--- src/rtl/rv32i_pkg.sv ---
// Shared RV32I decode definitions: opcodes, ALU codes, operand-type codes
// and the decoded micro-op structure used by decode_comb and decode_stage.
package rv32i_pkg;

    localparam logic [6:0] OPC_OP     = 7'b0110011;
    localparam logic [6:0] OPC_OPIMM  = 7'b0010011;
    localparam logic [6:0] OPC_LUI    = 7'b0110111;
    localparam logic [6:0] OPC_AUIPC  = 7'b0010111;
    localparam logic [6:0] OPC_JAL    = 7'b1101111;
    localparam logic [6:0] OPC_JALR   = 7'b1100111;
    localparam logic [6:0] OPC_BRANCH = 7'b1100011;
    localparam logic [6:0] OPC_LOAD   = 7'b0000011;
    localparam logic [6:0] OPC_STORE  = 7'b0100011;
    localparam logic [6:0] OPC_SYSTEM = 7'b1110011;

    // ALU_NOP must stay zero so an all-zero uop is a harmless bubble
    localparam logic [5:0] ALU_NOP    = 6'd0;
    localparam logic [5:0] ALU_ADD    = 6'd1;
    localparam logic [5:0] ALU_SUB    = 6'd2;
    localparam logic [5:0] ALU_SLL    = 6'd3;
    localparam logic [5:0] ALU_SLT    = 6'd4;
    localparam logic [5:0] ALU_SLTU   = 6'd5;
    localparam logic [5:0] ALU_XOR    = 6'd6;
    localparam logic [5:0] ALU_SRL    = 6'd7;
    localparam logic [5:0] ALU_SRA    = 6'd8;
    localparam logic [5:0] ALU_OR     = 6'd9;
    localparam logic [5:0] ALU_AND    = 6'd10;
    localparam logic [5:0] ALU_LUI    = 6'd11;
    localparam logic [5:0] ALU_JAL    = 6'd12;
    localparam logic [5:0] ALU_JALR   = 6'd13;
    localparam logic [5:0] ALU_BEQ    = 6'd14;
    localparam logic [5:0] ALU_BNE    = 6'd15;
    localparam logic [5:0] ALU_BLT    = 6'd16;
    localparam logic [5:0] ALU_BGE    = 6'd17;
    localparam logic [5:0] ALU_BLTU   = 6'd18;
    localparam logic [5:0] ALU_BGEU   = 6'd19;
    localparam logic [5:0] ALU_MUL    = 6'd20;
    localparam logic [5:0] ALU_MULH   = 6'd21;
    localparam logic [5:0] ALU_MULHSU = 6'd22;
    localparam logic [5:0] ALU_MULHU  = 6'd23;
    localparam logic [5:0] ALU_DIV    = 6'd24;
    localparam logic [5:0] ALU_DIVU   = 6'd25;
    localparam logic [5:0] ALU_REM    = 6'd26;
    localparam logic [5:0] ALU_REMU   = 6'd27;

    localparam logic [1:0] OP_TYPE_NONE = 2'd0;
    localparam logic [1:0] OP_TYPE_REG  = 2'd1;
    localparam logic [1:0] OP_TYPE_IMM  = 2'd2;
    localparam logic [1:0] OP_TYPE_PC   = 2'd3;

    localparam logic ENABLE  = 1'b1;
    localparam logic DISABLE = 1'b0;

    typedef struct packed {
        logic [4:0]  rs1;
        logic [4:0]  rs2;
        logic [4:0]  rd;
        logic [31:0] imm;
        logic [5:0]  alucode;
        logic [1:0]  aluop1_type;
        logic [1:0]  aluop2_type;
        logic        reg_we;
        logic        is_load;
        logic        is_store;
        logic        is_halt;
    } uop_t;

endpackage

--- src/rtl/decode_comb.sv ---
// Pure combinational RV32I decoder: raw instruction -> uop_t + illegal flag.
// Optional feature macro: RV32M_EN (adds the OP funct7=0000001 M-extension codes).
module decode_comb
    import rv32i_pkg::*;
(
    input  logic [31:0] inst,
    output uop_t        uop,
    output logic        illegal
);

    logic [6:0]  opcode;
    logic [2:0]  funct3;
    logic [6:0]  funct7;
    logic [31:0] imm_i, imm_s, imm_b, imm_u, imm_j, imm_sh;

    assign opcode = inst[6:0];
    assign funct3 = inst[14:12];
    assign funct7 = inst[31:25];
    assign imm_i  = {{20{inst[31]}}, inst[31:20]};
    assign imm_s  = {{20{inst[31]}}, inst[31:25], inst[11:7]};
    assign imm_b  = {{19{inst[31]}}, inst[31], inst[7], inst[30:25], inst[11:8], 1'b0};
    assign imm_u  = {inst[31:12], 12'b0};
    assign imm_j  = {{11{inst[31]}}, inst[31], inst[19:12], inst[20], inst[30:21], 1'b0};
    assign imm_sh = {27'b0, inst[24:20]};

    // Decode by opcode; any bad field sets 'bad', which scrubs control bits at the end
    always_comb begin
        logic bad;
        bad = 1'b0;
        uop = '0;
        uop.rs1 = inst[19:15];
        uop.rs2 = inst[24:20];
        uop.rd  = inst[11:7];
        case (opcode)
            OPC_OP: begin
                uop.aluop1_type = OP_TYPE_REG;
                uop.aluop2_type = OP_TYPE_REG;
                uop.reg_we      = ENABLE;
                if (funct7 == 7'b0000000) begin
                    case (funct3)
                        3'b000:  uop.alucode = ALU_ADD;
                        3'b001:  uop.alucode = ALU_SLL;
                        3'b010:  uop.alucode = ALU_SLT;
                        3'b011:  uop.alucode = ALU_SLTU;
                        3'b100:  uop.alucode = ALU_XOR;
                        3'b101:  uop.alucode = ALU_SRL;
                        3'b110:  uop.alucode = ALU_OR;
                        default: uop.alucode = ALU_AND;
                    endcase
                end else if (funct7 == 7'b0100000) begin
                    if (funct3 == 3'b000)      uop.alucode = ALU_SUB;
                    else if (funct3 == 3'b101) uop.alucode = ALU_SRA;
                    else                       bad = 1'b1;
`ifdef RV32M_EN
                end else if (funct7 == 7'b0000001) begin
                    case (funct3)
                        3'b000:  uop.alucode = ALU_MUL;
                        3'b001:  uop.alucode = ALU_MULH;
                        3'b010:  uop.alucode = ALU_MULHSU;
                        3'b011:  uop.alucode = ALU_MULHU;
                        3'b100:  uop.alucode = ALU_DIV;
                        3'b101:  uop.alucode = ALU_DIVU;
                        3'b110:  uop.alucode = ALU_REM;
                        default: uop.alucode = ALU_REMU;
                    endcase
`else
`endif
                end else begin
                    bad = 1'b1;
                end
            end
            OPC_OPIMM: begin
                uop.aluop1_type = OP_TYPE_REG;
                uop.aluop2_type = OP_TYPE_IMM;
                uop.reg_we      = ENABLE;
                uop.imm         = imm_i;
                case (funct3)
                    3'b000: uop.alucode = ALU_ADD;
                    3'b010: uop.alucode = ALU_SLT;
                    3'b011: uop.alucode = ALU_SLTU;
                    3'b100: uop.alucode = ALU_XOR;
                    3'b110: uop.alucode = ALU_OR;
                    3'b111: uop.alucode = ALU_AND;
                    3'b001: begin
                        uop.imm = imm_sh;
                        if (funct7 == 7'b0000000) uop.alucode = ALU_SLL;
                        else                      bad = 1'b1;
                    end
                    default: begin
                        uop.imm = imm_sh;
                        if (funct7 == 7'b0000000)      uop.alucode = ALU_SRL;
                        else if (funct7 == 7'b0100000) uop.alucode = ALU_SRA;
                        else                           bad = 1'b1;
                    end
                endcase
            end
            OPC_LUI: begin
                uop.aluop2_type = OP_TYPE_IMM;
                uop.imm         = imm_u;
                uop.alucode     = ALU_LUI;
                uop.reg_we      = ENABLE;
            end
            OPC_AUIPC: begin
                uop.aluop1_type = OP_TYPE_PC;
                uop.aluop2_type = OP_TYPE_IMM;
                uop.imm         = imm_u;
                uop.alucode     = ALU_ADD;
                uop.reg_we      = ENABLE;
            end
            OPC_JAL: begin
                uop.aluop1_type = OP_TYPE_PC;
                uop.aluop2_type = OP_TYPE_IMM;
                uop.imm         = imm_j;
                uop.alucode     = ALU_JAL;
                uop.reg_we      = ENABLE;
            end
            OPC_JALR: begin
                uop.aluop1_type = OP_TYPE_REG;
                uop.aluop2_type = OP_TYPE_IMM;
                uop.imm         = imm_i;
                uop.alucode     = ALU_JALR;
                uop.reg_we      = ENABLE;
                bad             = (funct3 != 3'b000);
            end
            OPC_BRANCH: begin
                uop.aluop1_type = OP_TYPE_REG;
                uop.aluop2_type = OP_TYPE_REG;
                uop.imm         = imm_b;
                uop.rd          = 5'd0;
                case (funct3)
                    3'b000:  uop.alucode = ALU_BEQ;
                    3'b001:  uop.alucode = ALU_BNE;
                    3'b100:  uop.alucode = ALU_BLT;
                    3'b101:  uop.alucode = ALU_BGE;
                    3'b110:  uop.alucode = ALU_BLTU;
                    3'b111:  uop.alucode = ALU_BGEU;
                    default: bad = 1'b1;
                endcase
            end
            OPC_LOAD: begin
                uop.aluop1_type = OP_TYPE_REG;
                uop.aluop2_type = OP_TYPE_IMM;
                uop.imm         = imm_i;
                uop.alucode     = ALU_ADD;
                uop.is_load     = ENABLE;
                uop.reg_we      = ENABLE;
                bad = (funct3 == 3'b011) || (funct3 == 3'b110) || (funct3 == 3'b111);
            end
            OPC_STORE: begin
                uop.aluop1_type = OP_TYPE_REG;
                uop.aluop2_type = OP_TYPE_IMM;
                uop.imm         = imm_s;
                uop.alucode     = ALU_ADD;
                uop.is_store    = ENABLE;
                uop.rd          = 5'd0;
                bad = (funct3 > 3'b010);
            end
            OPC_SYSTEM: begin
                // Only ECALL / EBREAK are recognised; both stop the stage
                uop.rd = 5'd0;
                if (inst[31:7] == 25'd0 || inst[31:7] == {12'h001, 13'd0})
                    uop.is_halt = ENABLE;
                else
                    bad = 1'b1;
            end
            default: bad = 1'b1;
        endcase

        if (bad) begin
            uop.alucode     = ALU_NOP;
            uop.aluop1_type = OP_TYPE_NONE;
            uop.aluop2_type = OP_TYPE_NONE;
            uop.imm         = '0;
            uop.reg_we      = DISABLE;
            uop.is_load     = DISABLE;
            uop.is_store    = DISABLE;
            uop.is_halt     = DISABLE;
        end
        // Writes to x0 are never architecturally visible
        if (uop.rd == 5'd0)
            uop.reg_we = DISABLE;
        illegal = bad;
    end

endmodule

--- src/rtl/decode_stage.sv ---
// Decode stage: circular instruction FIFO feeding one registered decoded uop,
// with a RUN/HALT state that freezes the stage after ECALL/EBREAK until flush.
// Optional feature macro: RV32M_EN (passed through to decode_comb).
module decode_stage
    import rv32i_pkg::*;
#(
    parameter int DEPTH = 2,
    parameter int PC_W  = 32
) (
    input  logic                   clk,
    input  logic                   rst,
    input  logic                   in_valid,
    output logic                   in_ready,
    input  logic [31:0]            in_inst,
    input  logic [PC_W-1:0]        in_pc,
    input  logic                   flush,
    output logic                   out_valid,
    input  logic                   out_ready,
    output uop_t                   out_uop,
    output logic [PC_W-1:0]        out_pc,
    output logic                   out_illegal,
    output logic [$clog2(DEPTH):0] count
);

    localparam int AW = $clog2(DEPTH);
    localparam logic [AW:0] FULL = (AW+1)'(DEPTH);

    typedef enum logic {RUN = 1'b0, HALT = 1'b1} state_t;

    state_t          state;
    logic [31:0]     inst_mem [DEPTH];
    logic [PC_W-1:0] pc_mem   [DEPTH];
    logic [AW-1:0]   wr_ptr, rd_ptr;
    uop_t            dec_uop;
    logic            dec_illegal;
    logic            push, load;

    decode_comb u_dec (
        .inst    (inst_mem[rd_ptr]),
        .uop     (dec_uop),
        .illegal (dec_illegal)
    );

    assign in_ready = (count < FULL) && !flush && (state == RUN);
    assign push     = in_valid && in_ready;
    // Head moves into the output register whenever that register is free or draining
    assign load     = (state == RUN) && (count != '0) && (!out_valid || out_ready);

    // FIFO storage; contents are don't-care until written so no reset is needed
    always_ff @(posedge clk) begin
        if (push) begin
            inst_mem[wr_ptr] <= in_inst;
            pc_mem[wr_ptr]   <= in_pc;
        end
    end

    // FIFO pointers and occupancy; flush wins over any push/pop
    always_ff @(posedge clk or posedge rst) begin
        if (rst) begin
            wr_ptr <= '0;
            rd_ptr <= '0;
            count  <= '0;
        end else if (flush) begin
            wr_ptr <= '0;
            rd_ptr <= '0;
            count  <= '0;
        end else begin
            if (push) wr_ptr <= wr_ptr + AW'(1);
            if (load) rd_ptr <= rd_ptr + AW'(1);
            case ({push, load})
                2'b10:   count <= count + 1'b1;
                2'b01:   count <= count - 1'b1;
                default: count <= count;
            endcase
        end
    end

    // Output register and RUN/HALT control
    always_ff @(posedge clk or posedge rst) begin
        if (rst) begin
            state       <= RUN;
            out_valid   <= 1'b0;
            out_uop     <= '0;
            out_pc      <= '0;
            out_illegal <= 1'b0;
        end else if (flush) begin
            state     <= RUN;
            out_valid <= 1'b0;
        end else if (load) begin
            out_valid   <= 1'b1;
            out_uop     <= dec_uop;
            out_pc      <= pc_mem[rd_ptr];
            out_illegal <= dec_illegal;
            if (dec_uop.is_halt) state <= HALT;
        end else if (out_ready) begin
            out_valid <= 1'b0;
        end
    end

endmodule

--- config.mk ---
export PLATFORM = sky130hd
export DESIGN_NAME = decode_stage
export DESIGN_NICKNAME = d
export VERILOG_FILES = /design/src/rtl/rv32i_pkg.sv /design/src/rtl/decode_comb.sv /design/src/rtl/decode_stage.sv
export SDC_FILE = /design/constraint.sdc
export NUM_CORES = 1
export LEC_CHECK = 0
export BUFFER_PORTS_ARGS = -buffer_cell sky130_fd_sc_hd__buf_2
export CORE_ASPECT_RATIO = 0.9
export CORE_MARGIN = 8
export CORE_UTILIZATION = 45
export CTS_BUF_LIST = sky130_fd_sc_hd__clkbuf_8
export DETAILED_ROUTE_END_ITERATION = 16
export PLACE_DENSITY = 0.73
export SYNTH_ARGS = -nofsm -noshare
export SYNTH_HDL_FRONTEND = slang
export SYNTH_HIERARCHICAL = 1
export SYNTH_SLANG_ARGS = --single-unit
--- constraint.sdc ---
create_clock -name clk -period 4.6 [get_ports clk]
set_clock_uncertainty 0.05 [all_clocks]
set_input_delay 0.46 -clock clk [delete_from_list [all_inputs] [get_ports clk]]
set_output_delay 0.46 -clock clk [all_outputs]
set_load 0.02 [all_outputs]
==> impl_results.md <==
* H-tree Lvls at 2
* Antenna cells at 0
* Post-synth EDFFs at 128
* WHS at 0.04927 ns
* Commonest non-fill, non-tap cell in the layout: buf_2
* CTS tree: yes
* Hold Fails Final Rpt at 0
* Setup_tns at 0 ns
* Vias post-DR at just over 6000
* CTS resizes at 0
* Largest cells by area after synthesis: edfxtp_1, dfrtp_1, mux2_2, mux2_4, a21oi_1
* DR vias/cell at 5.272
* Die area at 0.02775 mm²
* Period utilisation layout at 80.71%
* Clock slew at reported path FFs at 0.06 ns
* Clock Tree Root: clkbuf_8
* GRT Util Overall at ~17%
* Maxcap violations at 0
* Flop2flop setup slack at between 0.8 and 0.9 ns
* Placer congestion estimate at 0.9014
* DRC at 0
* Layout area overhead at 17.48%
* CTS Hold Bufs at 0
* Unique masters post-synth at 64
* DR WL/cell at between 20 and 25 µm
* DPL Wire Length at 16130 µm
* Core Util, Final at a little over half
* Startpoint class of the critical path: flop
* Cell Pwr Density at 444.1 mW/mm²
* Starting Density at 45.58%
* Net Count, Synth at 748
* Core area at between 0.02 and 0.025 mm²
* Max Clk Rate at 269.4 MHz
* FF-to-FF Start: rd_ptr
* Setup CP Type: reg -> reg
* Grt total ovfl at 0
* Cells after synthesis at 679
* Drt first pass iters at 5
* Die H at 158.8 µm
* CP Data Arrival Time at ~4.1 ns
* Global-route wire length before repair at 37670 µm
* Fillers at 1902
* Hold WC Path Type: in -> async
* Inserted Clock Buffers at 39
* Die Wd at 174.7 µm
* Initial antenna violation count at 3
* Iteration-0 DRC Markers at roughly 380
* Async S/R FF share, synth at 43.86%
* Maximum fanout along the worst path at between 50 and 60
* Routed WL at 24220 µm
* Ys Warns at 6
* Rel. slew slack at 35.98%
* Sequential area share after synthesis at between 60% and 70%
* Final slew viol count at 0
* Worst slew pin tran at 0.9604 ns
* Mapped Area at approximately 0.010 mm²
* Synth top area share at 37.68%
* Worst Setup SP: rd_ptr
* Outcome: complete, no violations
* Max Root-Sink Buffers at 3
* Most frequent cells in the layout: buf_2, edfxtp_1, dfrtp_1, mux2_2, mux2_4
* Post-route ant nets at 0
* Yosys top cell by area: edfxtp_1
* Most used DFF post-synth: edfxtp_1
* Clock Latency Late Sink at 0.53 ns
* # setup viols final at 0
* Fin nets at just over 900
* Yosys reg bits at 228
* Synth Area per Inst at 15.02 µm²
* Worst vdd ir at 0.4863 mV
* Leakage Power at slightly above 5 nW
* RSZ-0062 raised after global routing: false
* Placement Rows at 52
* Number of global-route vias before repair at between 6000 and 7000
* I/O Buffers at ~170
* Setup Fix Bufs, Post-CTS at 0
* Largest net degree at the start of global routing at 65
* Share of cells above drive strength 1 at 48.00%
* Critical Path RT at 4.96 ns
* Cells on worst reg2reg path at 6
* Critical Path Sink Type: flop
* Clock sinks at 228
* I/O pins at 167
* Period minus WS final at around 3.7 ns
==> metrics by stage <==
step                worst slack (ns)  power, mW  instances  cell area, µm²
global route                  0.6564      5.552       1170           11980
finish                        0.8875      5.322       1170           11980
floorplan                    0.03682      3.075        679           10200
CTS                           0.8782      5.389       1170           11980
detailed placement            0.8797      3.347       1098           11100
global placement              0.9881      3.333       1098           11100
==> worst max-delay path: stages (launching register included) <==
cell	delay, ns
dfrtp_4	0.94
mux2_2	0.54
and4bb_2	0.46
nand4_1	0.31
o2111ai_2	0.78
nor4_1	0.17
mux2_2	0.31
==> logic make-up (layout without fill, tap and decap cells) <==
logic type / count (synthesis) / count (layout) / synth area share [%]
DFF: 228 / 228 / 62.21
muxes: 158 / 158 / 19.65
and+or+nand+nor: 152 / 152 / 8.586
AOI/OAI and AO/OA: 77 / 77 / 4.980
buffers and inverters: 61 / 255 / 4.366
xor gates and xnor gates: 2 / 2 / 0.1717
other: 1 / 1 / 0.03676
==> flip-flops by register name, summed over array words and instances, names as in the netlist <==
register / flops
count: 2
inst_mem: 64
out_illegal: 1
out_pc: 32
out_uop: 61
out_valid: 1
pc_mem: 64
rd_ptr: 1
state: 1
wr_ptr: 1
==> report_power, final <==
part / internal (mW) / leakage [nW] / switching, mW
clock network: 1.19 / 0.478 / 0.827
logic: 0.365 / 2.19 / 0.480
registers: 2.35 / 2.46 / 0.107
==> routing by layer <==
metal	up-vias	global-route usage, %	part of all wire [%]
met5	-	0	0.14
met4	6	4.852	1.5
met1	3043	22.86	44
met3	38	5.026	7.6
li1	2855	-	-
met2	226	26.74	47
==> final timing paths <==
kind / end
worst min-delay path: out_uop[45]
max in group asynchronous: out_uop[52]
min in group clk: pc_mem[0][12]
worst max-delay path: out_uop[2]
worst min register to register: out_uop[41]
worst max register to register: out_uop[2]
==> area by class of cell <==
cell class	instances	area, µm²	share of cell area, %
clock inverters	23	210.2	1.754
flip-flops and latches	228	6350	52.99
inverters	9	36.28	0.3028
well taps	297	371.6	3.101
repair buffers	174	915.9	7.643
multi-input cells	390	3426	28.59
clock buffers	49	674.4	5.627
==> synthesized netlist by cell type (2+ instances only) <==
cell and n:
nor4b_1 2, nand4_1 4, mux2_2 98, nor2b_1 12, dfrtp_1 100, a31oi_1 3, a311oi_1 2, nand3_1 8
nand2b_1 5, a22oi_1 6, nor3_1 16, o22ai_1 3, buf_2 14, edfxtp_1 128, mux2_4 60, or4_1 2
inv_1 9, nor3b_1 2, buf_12 6, o21a_1 3, clkbuf_1 12, or2_2 2, and2_1 7, o21ai_0 12
a211oi_1 2, and3_4 2, nor3_2 2, nand3b_1 2, buf_4 12, a21oi_1 30, o211ai_1 4, nand2_1 38
and3b_1 2, nor2_1 22, and3_1 8, nor4_1 5, a311o_1 2, buf_6 6
Note: power is estimated with default switching activity, not from simulation.
